### src/rtl/adc_frame_align.sv
// Word-framing stage for one ADC channel: rotates the raw 12-bit stream by 0..11 bits,
// hunts for the 1x-sync training word and freezes the offset once it has been seen.
module adc_frame_align #(
    parameter logic [11:0] SYNC       = 12'h07F,
    parameter int          SETTLE_CYC = 4,
    parameter int          MATCH_LEN  = 16
) (
    input  logic        clk,
    input  logic        reset,
    input  logic [11:0] raw,
    input  logic        start,
    output logic [11:0] data,
    output logic [3:0]  offset,
    output logic        busy,
    output logic        locked,
    output logic        fail
);

    typedef enum logic [2:0] {
        ST_IDLE,
        ST_SETTLE,
        ST_CHECK,
        ST_LOCKED,
        ST_FAIL
    } state_t;

    localparam int              SCNT_W      = (SETTLE_CYC > 2) ? $clog2(SETTLE_CYC) : 1;
    localparam logic [SCNT_W-1:0] SCNT_LAST = SCNT_W'(SETTLE_CYC - 1);
    localparam logic [7:0]      MCNT_LAST   = 8'(MATCH_LEN - 1);
    localparam logic [3:0]      LAST_OFFSET = 4'd11;

    state_t            r_state;
    state_t            w_state_nxt;
    logic [3:0]        r_offset;
    logic [3:0]        w_offset_nxt;
    logic [SCNT_W-1:0] r_scnt;
    logic [SCNT_W-1:0] w_scnt_nxt;
    logic [7:0]        r_mcnt;
    logic [7:0]        w_mcnt_nxt;
    logic [11:0]       r_raw_d;
    logic [11:0]       r_data;
    logic [23:0]       w_cat;
    logic [11:0]       w_win;
    logic              w_match;

    // Window k starts k bits later in the serial stream; offsets 12..15 fall back to window 0.
    always_comb begin
        w_cat = {r_raw_d, raw};
        w_win = w_cat[23:12];
        if (r_offset <= LAST_OFFSET) begin
            w_win = w_cat[5'd23 - {1'b0, r_offset} -: 12];
        end
    end

    // NOTE: sequential state uses non-blocking assignments so every register samples pre-edge values.
    always_ff @(posedge clk) begin
        if (reset) begin
            r_raw_d <= '0;
            r_data  <= '0;
        end else begin
            r_raw_d <= raw;
            r_data  <= w_win;
        end
    end

    assign w_match = (r_data == SYNC);

    always_ff @(posedge clk) begin
        if (reset) begin
            r_state  <= ST_IDLE;
            r_offset <= '0;
            r_scnt   <= '0;
            r_mcnt   <= '0;
        end else begin
            r_state  <= w_state_nxt;
            r_offset <= w_offset_nxt;
            r_scnt   <= w_scnt_nxt;
            r_mcnt   <= w_mcnt_nxt;
        end
    end

    // NOTE: every combinational output gets a default first, so no path can infer a latch.
    always_comb begin
        w_state_nxt  = r_state;
        w_offset_nxt = r_offset;
        w_scnt_nxt   = r_scnt;
        w_mcnt_nxt   = r_mcnt;
        if (start) begin
            w_state_nxt  = ST_SETTLE;
            w_offset_nxt = '0;
            w_scnt_nxt   = '0;
        end else begin
            case (r_state)
                ST_SETTLE: begin
                    if (r_scnt == SCNT_LAST) begin
                        w_state_nxt = ST_CHECK;
                        w_mcnt_nxt  = '0;
                    end else begin
                        w_scnt_nxt = r_scnt + 1'b1;
                    end
                end
                ST_CHECK: begin
                    if (w_match) begin
                        if (r_mcnt == MCNT_LAST) begin
                            w_state_nxt = ST_LOCKED;
                        end else begin
                            w_mcnt_nxt = r_mcnt + 8'd1;
                        end
                    end else if (r_offset == LAST_OFFSET) begin
                        w_state_nxt = ST_FAIL;
                    end else begin
                        w_offset_nxt = r_offset + 4'd1;
                        w_scnt_nxt   = '0;
                        w_state_nxt  = ST_SETTLE;
                    end
                end
                default: ;
            endcase
        end
    end

    // Flags decode the state register, so they move one clock after the deciding compare.
    always_comb begin
        busy   = 1'b0;
        locked = 1'b0;
        fail   = 1'b0;
        case (r_state)
            ST_SETTLE, ST_CHECK: busy   = 1'b1;
            ST_LOCKED:           locked = 1'b1;
            ST_FAIL:             fail   = 1'b1;
            default: ;
        endcase
    end

    assign data   = r_data;
    assign offset = r_offset;

endmodule

### config.mk
export PLATFORM = sky130hd
export DESIGN_NAME = adc_frame_align
export DESIGN_NICKNAME = d
export VERILOG_FILES = /design/src/rtl/adc_frame_align.sv
export SDC_FILE = /design/constraint.sdc
export NUM_CORES = 1
export LEC_CHECK = 0
export CAP_MARGIN = 20
export CORE_AREA = 5 5 86 88
export DETAILED_ROUTE_END_ITERATION = 16
export DIE_AREA = 0 0 91 93
export HOLD_SLACK_MARGIN = 0.08
export PLACE_DENSITY = 0.62
export SYNTH_ARGS = -nofsm -noshare
export SYNTH_HDL_FRONTEND = slang
export SYNTH_SLANG_ARGS = --single-unit
### constraint.sdc
create_clock -name clk -period 5.6 [get_ports clk]
set_input_delay 1.12 -clock clk [delete_from_list [all_inputs] [get_ports clk]]
set_output_delay 1.12 -clock clk [all_outputs]
set_load 0.01 [all_outputs]
; Word level (Yosys, flattened, before mapping)
; Index checks and enable logic that the tools add are counted.
; Widths: inputs -> output; s select.
[classes]
n_shift = 1
bitwise = 3
n_addsub = 4
order_cmp = 1
n_reduce_logical = 9
n_mux = 18
eq_ne = 17
[op_table]
columns = cell, n
row1 = $shiftx 35x6->12, 1
row2 = $mux 8, 3
row3 = $pmux 8 s2, 1
row4 = $eq 12x7->1 const B, 1
row5 = $mux 12, 1
row6 = $mux 3, 4
row7 = $ne 2x2->1 const B, 6
row8 = $reduce_and 3->1, 3
row9 = $add 8x1->8 const B, 1
row10 = $eq 8x4->1 const B, 1
row11 = $eq 3x2->1 const B, 2
row12 = $mux 2, 3
row13 = $ne 3x3->1 const B, 2
row14 = $pmux 3 s2, 1
row15 = $reduce_and 5->1, 1
row16 = $sub 5x4->5 const A, 1
row17 = $add 4x1->4 const B, 1
row18 = $eq 4x4->1 const B, 1
row19 = $le 4x4->1 const B, 1
row20 = $mux 1, 4
row21 = $ne 4x4->1 const B, 1
row22 = $pmux 2 s2, 1
row23 = $reduce_and 4->1, 1
row24 = $reduce_or 2->1, 2
row25 = other kinds (7), 9
[word_totals]
wordCells = 60
regBits = 41

; Depth between registers and ports, before layout
[depth]
word_depth = 5
ltp_mapped = 6
mapped_depth_nobuf = 5

; Least setup slack after synthesis
; Ideal clock, no wire load.
[synth_path]
path_kind = input to register
start = in raw[11]
end = reg r_data[0], in the netlist data[0]
t_arrival_ps = 2228
setup_ps = 115
path_buffers = 0
slack_ps = 3257
cell_stages = 3
cell_sequence = mux4_1 > mux4_2 > and2_1
[synth_between]
elab_chain_cells = 2
[synth_rtl]
columns = element, line
row1 = from (decl), 10  ; input logic [11:0] raw,
row2 = $shiftx 35x6->12, 51  ; w_win = w_cat[5'd23 - {1'b0, r_offset} -: 12];
row3 = $mux 12, 50  ; if (r_offset <= LAST_OFFSET) begin
row4 = to (signal assigned), 62  ; r_data <= w_win;
row5 = to (decl), 41  ; logic [11:0] r_data;
; Every way passes these cells.
; A chain may end at the register's enable or synchronous reset.

; Worst setup path in the final report
[layout_path]
start = reg r_offset[2], in the netlist offset[2]
end = out offset[2]
[layout_lines]
columns = element, line
row1 = from (decl), 34  ; logic [3:0] r_offset;
row2 = from (signal assigned), 76  ; r_offset <= w_offset_nxt;
row3 = to (decl), 13  ; output logic [3:0] offset,
; No word-level cell between the ends.

==> flow_results.xml <==
<?xml version="1.0" encoding="UTF-8"?>
<metrics>
  <group name="critical_path">
    <metric name="worstReg2RegEnd" unit="">data[3]$_SDFF_PP0_</metric>
    <metric name="cp_data_arrival_time" unit="ns">1.97</metric>
    <metric name="worst_ep_required_time" unit="ns">4.48</metric>
    <metric name="timing.critical_path.cells" unit="">clkdlybuf4s50_1</metric>
    <metric name="worstSetupEndpointType" unit="">output port</metric>
    <metric name="critical_path_class" unit="">flip-flop to output port</metric>
    <metric name="worst-r2r-setup-slack" unit="ns">3.27</metric>
    <metric name="startpoint" unit="">offset[2]$_SDFFE_PP0P_</metric>
    <metric name="crit_path_max_fanout" unit="">21</metric>
    <metric name="rr_worst_depth" unit="">3</metric>
    <metric name="crit_family" unit="">flip-flops</metric>
    <metric name="cp-endpoint" unit="">offset[2]</metric>
    <metric name="cp-start-kind" unit="">flip-flop</metric>
    <metric name="worst_path_largest_cell_delay" unit="ns">0.99</metric>
    <metric name="critical_path.n_buffers_inverters" unit="">1</metric>
    <metric name="critical_path.slowest_cell" unit="">sky130_fd_sc_hd__dfxtp_1</metric>
    <metric name="worstSetupPathDepth" unit="">1</metric>
    <metric name="r2r_start" unit="">offset[1]$_SDFFE_PP0P_</metric>
  </group>
  <group name="power">
    <metric name="p_leak" unit="nW">0.984</metric>
    <metric name="powerDensity" unit="nW/um^2">193</metric>
    <metric name="total_power" unit="mW">0.583</metric>
    <metric name="peakVddDrop" unit="V">0.0000887</metric>
  </group>
  <group name="placed_design">
    <metric name="place_congestion" unit="">0.858</metric>
    <metric name="detailed_place_hpwl" unit="mm">4.19</metric>
    <metric name="io_buffer_count" unit="">33</metric>
    <metric name="post-place-ws" unit="ns">2.47</metric>
    <metric name="placed_cell_area" unit="sq um">2930</metric>
  </group>
  <group name="detailed_routing">
    <metric name="vias" unit="">1879</metric>
    <metric name="final_antenna_net_count" unit="">0</metric>
    <metric name="detailedRoute.firstIterationViolations" unit="">41</metric>
    <metric name="routed_wirelength" unit="mm">5.51</metric>
    <metric name="drt_first_pass_iters" unit="">4</metric>
    <metric name="wl_per_cell" unit="um">16.8</metric>
    <metric name="drt_drc_violations_left" unit="">0</metric>
    <metric name="vias_per_cell" unit="">5.75</metric>
  </group>
  <group name="yosys">
    <metric name="synthesis.area_per_instance" unit="sq um">11.7</metric>
    <metric name="post_synth_inst_count" unit="">219</metric>
    <metric name="post_synth_instance_area" unit="sq um">2560</metric>
    <metric name="yosysWarningCount" unit="">0</metric>
    <metric name="yosys.cell_types.count" unit="">53</metric>
    <metric name="ys_seq_elements" unit="">41</metric>
    <metric name="synthesis.nets" unit="">237</metric>
    <metric name="synth_enable_flop_cells" unit="">0</metric>
    <metric name="synth_seq_area_share" unit="">0.321</metric>
    <metric name="dominantRegCellSynth" unit="">sky130_fd_sc_hd__dfxtp_1</metric>
    <metric name="ys_async_sr_fraction" unit="">0</metric>
  </group>
  <group name="sta">
    <metric name="final-hold-violation-count" unit="">0</metric>
    <metric name="rsz0062_at_grt" unit="">false</metric>
    <metric name="timing.clock.skew" unit="ns">0.00627</metric>
    <metric name="finalWorstPathRequiredPeriod" unit="ns">3.09</metric>
    <metric name="pins_over_slew_limit" unit="">0</metric>
    <metric name="min_period_over_period" unit="">0.552</metric>
    <metric name="postLayoutSetupSlackWorst" unit="ns">2.51</metric>
    <metric name="slew-limit-headroom" unit="">0.327</metric>
    <metric name="fmaxAchievable" unit="MHz">323</metric>
    <metric name="setup_violation_total_in_the_final_timing_report" unit="">0</metric>
    <metric name="fin_setup_tns" unit="ns">0</metric>
    <metric name="worstMarginPinSlew" unit="ns">1.01</metric>
  </group>
  <group name="run_status">
    <metric name="status" unit="">completed</metric>
  </group>
  <group name="global_routing">
    <metric name="met1_usage" unit="">0.168</metric>
    <metric name="globalRouteTotalUtil" unit="">0.136</metric>
    <metric name="grt_busiest_layer" unit="">met2</metric>
    <metric name="gr-total-overflow" unit="">0</metric>
    <metric name="grt_pass1_wl" unit="mm">9.37</metric>
    <metric name="first_global_vias" unit="">1954</metric>
    <metric name="pin_count_of_the_biggest_net_entering_global_routing" unit="">25</metric>
    <metric name="grt_util_met3" unit="">0.0330</metric>
    <metric name="grt_use_met2" unit="">0.230</metric>
    <metric name="grt_antenna_before_repair" unit="">0</metric>
  </group>
  <group name="cts">
    <metric name="htree_num_levels" unit="">2</metric>
    <metric name="clock_tree_from_tritoncts" unit="">done</metric>
    <metric name="cts.repair.resized" unit="">0</metric>
    <metric name="number_of_clock_buffers_inserted_by_tritoncts" unit="">5</metric>
    <metric name="clk_pin_slew_worst_paths" unit="ns">0.08</metric>
    <metric name="clkSinkCount" unit="">41</metric>
    <metric name="cts-hold-fix-buffers" unit="">0</metric>
    <metric name="worstSkewPairLatency" unit="ns">0.29</metric>
    <metric name="cts.path.max_buffers" unit="">2</metric>
    <metric name="cts.repair_timing.setup_buffer_count" unit="">0</metric>
    <metric name="clockRootBuffer" unit="">sky130_fd_sc_hd__clkbuf_8</metric>
  </group>
  <group name="floorplan">
    <metric name="die_h" unit="um">93</metric>
    <metric name="floorplan.rows" unit="">30</metric>
    <metric name="start_util" unit="">0.390</metric>
    <metric name="floorplan.core_area" unit="sq um">6570</metric>
    <metric name="number_of_top_level_pins" unit="">34</metric>
    <metric name="overall_die_width" unit="um">91</metric>
    <metric name="floorplan.die_area" unit="sq um">8460</metric>
  </group>
  <group name="finish">
    <metric name="mostFrequentLayoutCells" unit="">41 x sky130_fd_sc_hd__dfxtp_1, 33 x sky130_fd_sc_hd__clkdlybuf4s50_1, 18 x sky130_fd_sc_hd__mux4_2</metric>
    <metric name="flow.area_growth_from_synthesis" unit="%">18.3</metric>
    <metric name="antenna-diode-count" unit="">0</metric>
    <metric name="layout-drive-gt1-share" unit="">0.162</metric>
    <metric name="utilization" unit="">0.461</metric>
    <metric name="fin_nets" unit="">264</metric>
    <metric name="fin_area" unit="sq um">3030</metric>
    <metric name="layout.cells.most_common" unit="">sky130_fd_sc_hd__dfxtp_1</metric>
  </group>
  <group name="worst_hold_path">
    <metric name="hold_path_class" unit="">flip-flop to flip-flop</metric>
    <metric name="min_delay_path_depth" unit="">2</metric>
  </group>
  <group name="flow_run">
    <metric name="timing.max_cap.violations" unit="">0</metric>
  </group>
</metrics>
-- stage by stage --
step                      hold slack (ns)  cells
final                               0.485    327
after global routing                0.510    327
after CTS                           0.487    327
after detailed placement            0.476    319
after global placement              0.458    319
after floorplan                     0.438    219
-- Yosys cell counts (all sizes together) (2+ instances only) --
cell type	n	area share
or2	2	0.0049
nand3	3	0.0059
buf	7	0.017
clkbuf	7	0.010
nor3b	3	0.013
mux2i	15	0.059
o22ai	4	0.0098
ha	3	0.015
o311ai	2	0.0068
dfxtp	41	0.32
and2	6	0.015
inv	6	0.0088
nand2b	9	0.022
nand4	4	0.016
or4	4	0.012
a211oi	3	0.011
nor2b	16	0.039
nor2	5	0.0073
o21ai	3	0.0059
o31ai	2	0.0078
nand2	12	0.018
a2111oi	4	0.023
nand3b	3	0.0088
nor3	2	0.0083
mux4	28	0.26
a21oi	9	0.018
-- sequential cells by signal (all words and copies together), names as in the netlist --
name,cells
data,12
r_raw_d,12
r_mcnt,8
offset,4
r_state,3
r_scnt,2
-- area by class of cell --
cell class	count	area (sq um)
fillers	577	3540
multi-input cells	158	1650
flip-flops and latches	41	821
repair buffers	34	338
well taps	80	100
clock buffers	7	96.3
inverters	6	22.5
clock inverters	1	5.00
-- routing by layer --
metal	vias up	wire (um)
met5	-	0
met4	0	113
met3	12	206
met2	37	2910
met1	917	2280
li1	913	-
-- worst min path at each step --
stage,slack [ns],start,endpoint
2_1_floorplan,0.44,r_mcnt[7]$_SDFFE_PP0P_,r_mcnt[7]$_SDFFE_PP0P_
3_3_place_gp,0.46,r_mcnt[7]$_SDFFE_PP0P_,r_mcnt[7]$_SDFFE_PP0P_
3_5_place_dp,0.48,r_mcnt[6]$_SDFFE_PP0P_,r_mcnt[6]$_SDFFE_PP0P_
4_1_cts,0.49,r_mcnt[6]$_SDFFE_PP0P_,r_mcnt[6]$_SDFFE_PP0P_
5_1_grt,0.51,r_mcnt[7]$_SDFFE_PP0P_,r_mcnt[7]$_SDFFE_PP0P_
6_report,0.49,r_mcnt[7]$_SDFFE_PP0P_,r_mcnt[7]$_SDFFE_PP0P_
-- cell families (layout without fill, tap and decap cells) --
kind of cell,count (synthesis),after routing,synth area share
buf+inv,20,48,0.0362
flops,41,41,0.321
xor+xnor,1,1,0.00342
fa+ha+maj,3,3,0.0147
compound gates,33,33,0.101
simple gates,77,77,0.200
mux,44,44,0.324
-- worst register-to-register path: stages (launching register included) --
cell,delay (ns)
sky130_fd_sc_hd__dfxtp_1,0.94
sky130_fd_sc_hd__mux4_1,0.66
sky130_fd_sc_hd__mux4_2,0.47
sky130_fd_sc_hd__and2_1,0.17
-- where the power goes --
group	internal (mW)	switching (mW)	total (mW)
sequential	0.300	0.00942	0.310
clock	0.111	0.0992	0.211
combinational	0.0375	0.0254	0.0629
total	0.449	0.134	0.583
(Power assumes the default switching activity.)
